`config.mk`:
```
export PLATFORM = sky130hd
export DESIGN_NAME = window_data_mover
export DESIGN_NICKNAME = d
export VERILOG_FILES = /design/src/rtl/window_data_mover.sv
export SDC_FILE = /design/constraint.sdc
export NUM_CORES = 2
export LEC_CHECK = 0
export CORE_AREA = 2 2 338 340
export DETAILED_ROUTE_END_ITERATION = 8
export DIE_AREA = 0 0 340 342
export GPL_TIMING_DRIVEN = 0
export SLEW_MARGIN = 30
export SYNTH_ARGS = -nofsm -noshare
export SYNTH_HDL_FRONTEND = slang
export SYNTH_HIERARCHICAL = 1
export SYNTH_SLANG_ARGS = --single-unit
```
`constraint.sdc`:
```
create_clock -name clk -period 4.1 [get_ports clk]
set_input_delay 0.41 -clock clk [delete_from_list [all_inputs] [get_ports clk]]
set_output_delay 0.41 -clock clk [all_outputs]
set_load 0.01 [all_outputs]
```
`src/rtl/window_data_mover.sv`:
```
// Window data mover: fetches every KHxKW window of an image from a 1-cycle BRAM,
// tap by tap, and presents the assembled window on a valid/ready stream.

module window_data_mover_slot #(
  parameter int DWIDTH = 32,
  parameter int TW     = 5,
  parameter int IDX    = 0
) (
  input  logic              clk,
  input  logic              rst,
  input  logic              wr_en_i,
  input  logic [TW-1:0]     wr_idx_i,
  input  logic [DWIDTH-1:0] wdata_i,
  output logic [DWIDTH-1:0] q_o
);
  logic [DWIDTH-1:0] slot_q;

  always_ff @(posedge clk) begin
    if (!rst)                                    slot_q <= '0;
    else if (wr_en_i && (wr_idx_i == TW'(IDX)))  slot_q <= wdata_i;
  end

  assign q_o = slot_q;
endmodule

module window_data_mover #(
  parameter  int KW     = 5,
  parameter  int KH     = 5,
  parameter  int D_BW   = 8,
  parameter  int CH     = 4,
  parameter  int AWIDTH = 6,
  parameter  int IMG_W  = 8,
  parameter  int IMG_H  = 8,
  parameter  int STRIDE = 1,
  localparam int DWIDTH = CH * D_BW,
  localparam int OW     = (IMG_W - KW) / STRIDE + 1,
  localparam int OH     = (IMG_H - KH) / STRIDE + 1,
  localparam int XW     = $clog2(OW) + 1,
  localparam int YW     = $clog2(OH) + 1
) (
  input  logic                     clk,
  input  logic                     rst,
  input  logic                     i_run,
  input  logic [AWIDTH-1:0]        i_base_addr,
  output logic                     o_mem_en,
  output logic [AWIDTH-1:0]        o_mem_addr,
  input  logic [DWIDTH-1:0]        i_mem_rdata,
  output logic                     o_valid,
  input  logic                     i_ready,
  output logic [KH*KW*DWIDTH-1:0]  o_data,
  output logic [XW-1:0]            o_win_x,
  output logic [YW-1:0]            o_win_y,
  output logic                     o_busy,
  output logic                     o_done
);
  localparam int NTAP = KH * KW;
  localparam int KXW  = (KW > 1) ? $clog2(KW) : 1;
  localparam int KYW  = (KH > 1) ? $clog2(KH) : 1;
  localparam int TW   = (NTAP > 1) ? $clog2(NTAP) : 1;

  typedef enum logic [2:0] {S_IDLE, S_FETCH, S_DRAIN, S_OUT, S_DONE} state_t;

  state_t                        state_q, state_d;
  logic [AWIDTH-1:0]             base_q, base_d;
  logic [KXW-1:0]                kx_q, kx_d;
  logic [KYW-1:0]                ky_q, ky_d;
  logic [XW-1:0]                 wx_q, wx_d;
  logic [YW-1:0]                 wy_q, wy_d;
  logic [AWIDTH-1:0]             addr_q, addr_d;
  logic                          cap_en_q;
  logic [TW-1:0]                 cap_idx_q;
  logic [NTAP-1:0][DWIDTH-1:0]   win;
  logic                          last_tap, last_win;

  assign last_tap = (kx_q == KXW'(KW - 1)) && (ky_q == KYW'(KH - 1));
  assign last_win = (wx_q == XW'(OW - 1)) && (wy_q == YW'(OH - 1));

  always_ff @(posedge clk) begin
    if (!rst) state_q <= S_IDLE;
    else      state_q <= state_d;
  end

  always_comb begin
    state_d = state_q;
    base_d  = base_q;
    kx_d    = kx_q;
    ky_d    = ky_q;
    wx_d    = wx_q;
    wy_d    = wy_q;
    unique case (state_q)
      S_IDLE: if (i_run) begin
        state_d = S_FETCH;
        base_d  = i_base_addr;
        kx_d    = '0;
        ky_d    = '0;
        wx_d    = '0;
        wy_d    = '0;
      end
      S_FETCH: begin
        if (last_tap) begin
          state_d = S_DRAIN;
          kx_d    = '0;
          ky_d    = '0;
        end else if (kx_q == KXW'(KW - 1)) begin
          kx_d = '0;
          ky_d = ky_q + KYW'(1);
        end else begin
          kx_d = kx_q + KXW'(1);
        end
      end
      S_DRAIN: state_d = S_OUT;
      S_OUT: if (i_ready) begin
        if (last_win) begin
          state_d = S_DONE;
        end else begin
          state_d = S_FETCH;
          if (wx_q == XW'(OW - 1)) begin
            wx_d = '0;
            wy_d = wy_q + YW'(1);
          end else begin
            wx_d = wx_q + XW'(1);
          end
        end
      end
      S_DONE:  state_d = S_IDLE;
      default: state_d = S_IDLE;
    endcase
  end

  // Address follows the next-state counters so it lands with the tap it names.
  always_comb begin
    addr_d = base_d + AWIDTH'((32'(wy_d) * STRIDE + 32'(ky_d)) * IMG_W
                              + 32'(wx_d) * STRIDE + 32'(kx_d));
  end

  always_ff @(posedge clk) begin
    if (!rst) begin
      base_q    <= '0;
      kx_q      <= '0;
      ky_q      <= '0;
      wx_q      <= '0;
      wy_q      <= '0;
      addr_q    <= '0;
      cap_en_q  <= 1'b0;
      cap_idx_q <= '0;
    end else begin
      base_q    <= base_d;
      kx_q      <= kx_d;
      ky_q      <= ky_d;
      wx_q      <= wx_d;
      wy_q      <= wy_d;
      if (state_d == S_FETCH) addr_q <= addr_d;
      cap_en_q  <= (state_q == S_FETCH);
      cap_idx_q <= TW'(32'(ky_q) * KW + 32'(kx_q));
    end
  end

  for (genvar t = 0; t < NTAP; t++) begin : g_tap
    window_data_mover_slot #(.DWIDTH(DWIDTH), .TW(TW), .IDX(t)) u_slot (
      .clk     (clk),
      .rst     (rst),
      .wr_en_i (cap_en_q),
      .wr_idx_i(cap_idx_q),
      .wdata_i (i_mem_rdata),
      .q_o     (win[t])
    );
  end

  always_comb begin
    o_mem_en = (state_q == S_FETCH);
    o_valid  = (state_q == S_OUT);
    o_busy   = (state_q == S_FETCH) || (state_q == S_DRAIN) || (state_q == S_OUT);
    o_done   = (state_q == S_DONE);
  end

  assign o_mem_addr = addr_q;
  assign o_data     = win;
  assign o_win_x    = wx_q;
  assign o_win_y    = wy_q;
endmodule
```
; Word level (Yosys, flattened, before mapping)
; Index checks and enable logic that the tools add are counted.
[totals]
input_bits = 42
out_inout_bits = 816
wordCells = 133
reg_bits = 833
[op_classes]
n_addsub = 9
reduce_logical = 31
mul = 1
n_eq_ne = 33
muxes = 25
[op_table]
columns = operator, n
row1 = $mux W3, 18
row2 = $eq A5 B5 Y1 const B, 9
row3 = $eq A5 B4 Y1 const B, 8
row4 = $logic_and A1 B1 Y1, 27
row5 = $pmux W3 S2, 4
row6 = $eq A5 B3 Y1 const B, 4
row7 = $add A3 B1 Y3 const B, 4
row8 = $add A6 B3 Y6, 2
row9 = $eq A3 B2 Y1 const B, 4
row10 = $mux W6, 2
row11 = $pmux W3 S4, 1
row12 = $eq A5 B2 Y1 const B, 2
row13 = $eq A3 B3 Y1 const B, 3
row14 = $add A6 B6 Y6, 1
row15 = $eq A3 B1 Y1 const B, 2
row16 = $add A5 B3 Y5, 1
row17 = $eq A5 B1 Y1 const B, 1
row18 = $logic_not A5 Y1, 1
row19 = $mul A3 B3 Y5 const B, 1
row20 = $add A3 B3 Y3, 1
row21 = $logic_not A3 Y1, 1
row22 = $logic_or A1 B1 Y1, 2

; Depth between registers and ports, before layout
[logic_depth]
word_depth = 9
mapped_depth = 16
ltp_nobuf = 16

; Hierarchy
; The synthesis kept the hierarchy.
[by_module_without_submodules]
columns = mod, cells_each, n_inst, area_per_inst_um2, seq_area_each_um2
row1 = window_data_mover_slot at g_tap[12].u_slot ..., 140, 6, 1313.8, 640.6
row2 = window_data_mover_slot at g_tap[16].u_slot ..., 140, 5, 1290.0, 640.6
row3 = window_data_mover_slot at g_tap[10].u_slot ..., 141, 4, 1323.8, 640.6
row4 = window_data_mover_slot at g_tap[13].u_slot ..., 141, 4, 1322.5, 640.6
row5 = window_data_mover_slot at g_tap[11].u_slot ..., 141, 2, 1316.3, 640.6
row6 = window_data_mover, 210, 1, 1954.4, 660.6
row7 = window_data_mover_slot at g_tap[15].u_slot, 141, 1, 1343.8, 640.6
row8 = window_data_mover_slot at g_tap[23].u_slot, 141, 1, 1320.0, 640.6
row9 = window_data_mover_slot at g_tap[19].u_slot, 140, 1, 1303.8, 640.6
row10 = window_data_mover_slot at g_tap[0].u_slot, 140, 1, 1287.5, 640.6

; Least setup slack after synthesis
; No wires, ideal clock.
[synth_timing]
path_type = register to register
start = register state_q[0]
end = register addr_q[5] (netlist: o_mem_addr[5])
setup_time_ps = 141
path_buffers = 2
arrival_ps = 3321
required_time_ps = 3959
setup_slack_ps = 638
period_less_slack_ps = 3462
path_stages_with_launch = 17
path_cell_list = dfxtp_1 -> buf_4 -> or3b_1 -> buf_4 -> nor2_1 -> nand2_1 -> o21ai_1 -> ha_1 -> inv_1 -> fa_1 -> inv_1 -> ha_1 -> ha_1 -> a21oi_1 -> xnor3_1 -> xnor3_1 -> a21oi_1
[synth_between]
elab_chain_cells = 6
word_cells_on_any_way = 18
classes_between = add/sub: 4 / eq/ne: 4 / mux: 9 / reduce/logical: 1
[synth_lines]
columns = element, line
row1 = start: declaration, 63  ; state_t state_q, state_d;
row2 = start signal: assignment, 80  ; else state_q <= state_d;
row3 = $eq A3 B1 Y1 / $logic_not A3 Y1 (equally long branches), 90  ; unique case (state_q)
row4 = $pmux W3 S2 *, 90
row5 = named net ky_d[0], 66  ; logic [KYW-1:0] ky_q, ky_d;
row6 = $add A3 B3 Y3 *, 132  ; addr_d = base_d + AWIDTH'((32'(wy_d) * STRIDE + 32'(ky_d)) * IMG_W
row7 = $add A6 B3 Y6 * (2 in series), 133  ; + 32'(wx_d) * STRIDE + 32'(kx_d));
row8 = $add A6 B6 Y6 *, 132
row9 = end signal: assignment, 152  ; if (state_d == S_FETCH) addr_q <= addr_d;
row10 = end: declaration, 69  ; logic [AWIDTH-1:0] addr_q, addr_d;
; The timed path passes the listed nets; every way through them passes the cells marked *.
; A chain may end at the register's enable or synchronous reset.

; Final worst setup path
; Same ends and word-level chain as after synthesis.

==> qor.yml <==
status: "complete, no violations"
die_area_mm2: 0.116
grt_max_degree: 26
hpwlAfterDp_um: 107000
crit_path_start_kind: "flop"
synth_area_per_cell_um2: 9.34
viasPerCell: 4.69
area_growth_pct: 40.7
path_max_fanout: 10
clock-sinks: 833
synth_cell_types: 57
die_w_um: 340
fin_crit_sh: 0.918
antenna_found_initial: 1
finalHoldViolCount: 0
wire_per_inst_um: 22.8
cap_violations: 0
final_cell_count_no_fill: 6295
finClkSkew_ns: 0.0280
drt-pass1-iter-count: 5
min_period_ns: 3.76
syn_area_mm2: 0.0348
fp.dieH_um: 342
final.setup.tns_ns: 0
grt_pass1_vias: 28800
drt_wl_total_um: 144000
hold_class: "input port to flop"
drt_iter0_drc: 1562
n_fill_cell: 10900
post-cts-setup-buffers: 0
grt_usage: 0.237
synth_edf_count: 0
arrival_ns: 4.29
insertion_delay_ns: 0.68
cts_root_buf: "clkbuf_16"
gr-total-overflow: 0
fin_hold_ws_ns: 0.124
synthFlopType: "dfxtp_1"
finalMaxSlewViolations: 0
rsz0062_at_grt: "false"
worst_slew_pin_slew_ns: 0.888
clockBufferDepth: 3
synthesis.nets: 3792
cts_made_buffers: 95
h-tree-depth: 3
io_pins: 858
required_ns: 4.62
synthArstFlopShare: 0
cp-end-kind: "flop"
leakage_nw: 17.4
yosys_warnings: 6
gp_congestion: 0.835
drcViolationCount: 0
vias: 29500
postRouteAntennaNets: 0
clk_pin_slew_ns: 0.06
final_nets: 4781
critPathKind: "flop to flop"
synth-seq-area-share: 0.480
grt_pass1_wl_um: 203000
slew_headroom: 0.408
drive_above_1_share: 0.0801
power_density_mw_per_mm2: 362
cts_tree: "done"
initial_utilization: 0.307
fp-row-count: 124
irDropWorstVdd_uv: 330
io_buffers: 857
synth_seq_cells: 833
synthCells: 3722
core_area_mm2: 0.113
setup_viol: 0
timing.fmax_mhz: 266
dp.cells: 6124
==> critical path: stages (launching register included) <==
cell and delay (ns):
dfxtp_1 0.37, buf_4 0.18, or3b_1 0.35, buf_4 0.17, nor2_1 0.13, nand2_1 0.07
o21ai_1 0.18, ha_1 0.18, inv_1 0.05, fa_1 0.47, inv_1 0.05, ha_1 0.27
ha_1 0.32, a21oi_1 0.18, xnor3_1 0.34, xnor3_1 0.22, a21oi_1 0.07
==> sequential cells by signal, summed over array words and instances (netlist names) <==
name              flops
base_q                6
cap_en_q              1
cap_idx_q             5
g_tap.u_slot/q_o    800
kx_q                  3
ky_q                  3
o_mem_addr            6
o_win_x               3
o_win_y               3
state_q               3
==> cells in the mapped netlist, types with 2 or more instances <==
master | number | share of area
nand2_1 | 1627 | 0.18
dfxtp_1 | 833 | 0.48
mux2i_1 | 806 | 0.23
clkbuf_1 | 98 | 0.011
buf_1 | 44 | 0.0048
buf_12 | 36 | 0.021
buf_2 | 36 | 0.0052
buf_6 | 31 | 0.010
nor2_1 | 23 | 0.0025
ha_1 | 22 | 0.0079
buf_8 | 21 | 0.0091
inv_1 | 15 | 0.0016
nor3_4 | 13 | 0.0061
and2_1 | 12 | 0.0022
a21oi_1 | 11 | 0.0016
nand4bb_1 | 9 | 0.0029
nor3b_2 | 9 | 0.0032
nand4b_4 | 7 | 0.0048
fa_1 | 6 | 0.0035
nand4b_1 | 5 | 0.0013
o21ai_1 | 5 | 0.00072
xnor2_1 | 5 | 0.0013
and3_1 | 3 | 0.00054
nand3_1 | 3 | 0.00043
nor3_1 | 3 | 0.00043
a21o_1 | 2 | 0.00043
buf_4 | 2 | 0.00043
nand4_1 | 2 | 0.00036
nor4_1 | 2 | 0.00036
nor4bb_1 | 2 | 0.00058
o21a_1 | 2 | 0.00043
xnor3_1 | 2 | 0.0013
==> layer usage <==
| layer | vias up | wire length, um | GRT usage |
|---|---|---|---|
| li1 | 14100 | - | - |
| met5 | - | 0 | 0 |
| met3 | 239 | 11100 | 0.0700 |
| met2 | 1001 | 70800 | 0.418 |
| met4 | 0 | 5620 | 0.0931 |
| met1 | 14200 | 56200 | 0.268 |
==> cell usage in the layout, fill, tap and decap left out, types with 6 or more instances in the layout <==
master,instances
clkbuf_8,19
buf_4,11
a21oi_1,11
nor2_1,23
clkbuf_1,120
nand2_1,1627
inv_1,15
ha_1,22
clkinv_2,16
clkbuf_16,98
nor3_4,13
buf_12,63
buf_16,6
clkdlybuf4s50_1,824
buf_1,44
dfxtp_1,827
dfxtp_2,6
and2_1,12
buf_6,31
nand4b_4,7
buf_8,21
fa_1,6
nand4bb_1,9
buf_2,60
mux2i_1,806
nor3b_2,9
==> path summary, 6_finish.rpt <==
path / end / start / slack, ns / depth (start not counted)
max: o_mem_addr[5] / state_q[0] / 0.34 / 16
min: g_tap[2].u_slot/q_o[15] / i_mem_rdata[15] / 0.12 / 3
max reg2reg: o_mem_addr[5] / state_q[0] / 0.34 / 16
min reg2reg: g_tap[11].u_slot/q_o[31] / g_tap[11].u_slot/q_o[31] / 0.45 / 2
==> per-stage QoR <==
stage,cell area (um2),setup slack (ns),utilization,power (mW)
6_report,48900,0.336,0.432,17.7
5_1_grt,48900,0.0738,0.432,18.3
4_1_cts,48900,0.299,0.432,17.9
3_5_place_dp,45800,-0.194,0.405,9.46
3_3_place_gp,45200,-0.169,0.400,9.42
2_1_floorplan,34800,0.638,-,8.81
==> final cells by class <==
class,count,area [um2],area share
inverter,16,60.1,0.00123
timing repair buffer,892,9160,0.187
antenna,1,2.50,0.0000512
clock inverter,28,270,0.00553
clock buffer,140,2800,0.0573
multi-input combinational,2605,15900,0.325
buffer,268,2110,0.0432
sequential,833,16700,0.341
tap,1512,1890,0.0387
==> power breakdown <==
part	total (mW)	switching [mW]	leakage [nW]	internal, mW
logic	1.13	0.818	9.15	0.308
clock network	8.45	3.59	1.51	4.86
registers	8.15	0.0260	6.71	8.12
==> repair_timing <==
action / CTS / global route
setup endpoints to repair: 0 / 0
gates resized for setup: 0 / 0
hold endpoints to repair: 2 / 0
hold buffers: 2 / 0
==> cells by family (layout without fill, tap and decap cells) <==
kind of cell / count (synthesis) / in the layout / synth area share
muxes: 807 / 807 / 0.233
and+or+nand+nor: 1732 / 1732 / 0.205
DFF: 833 / 833 / 0.480
adders and majority gates: 28 / 28 / 0.0114
xor gates and xnor gates: 8 / 8 / 0.00281
buffers and inverters: 284 / 1344 / 0.0625
AOI/OAI and AO/OA: 30 / 30 / 0.00576
other: 0 / 1 / 0
Power figures use the tool's default switching activity.
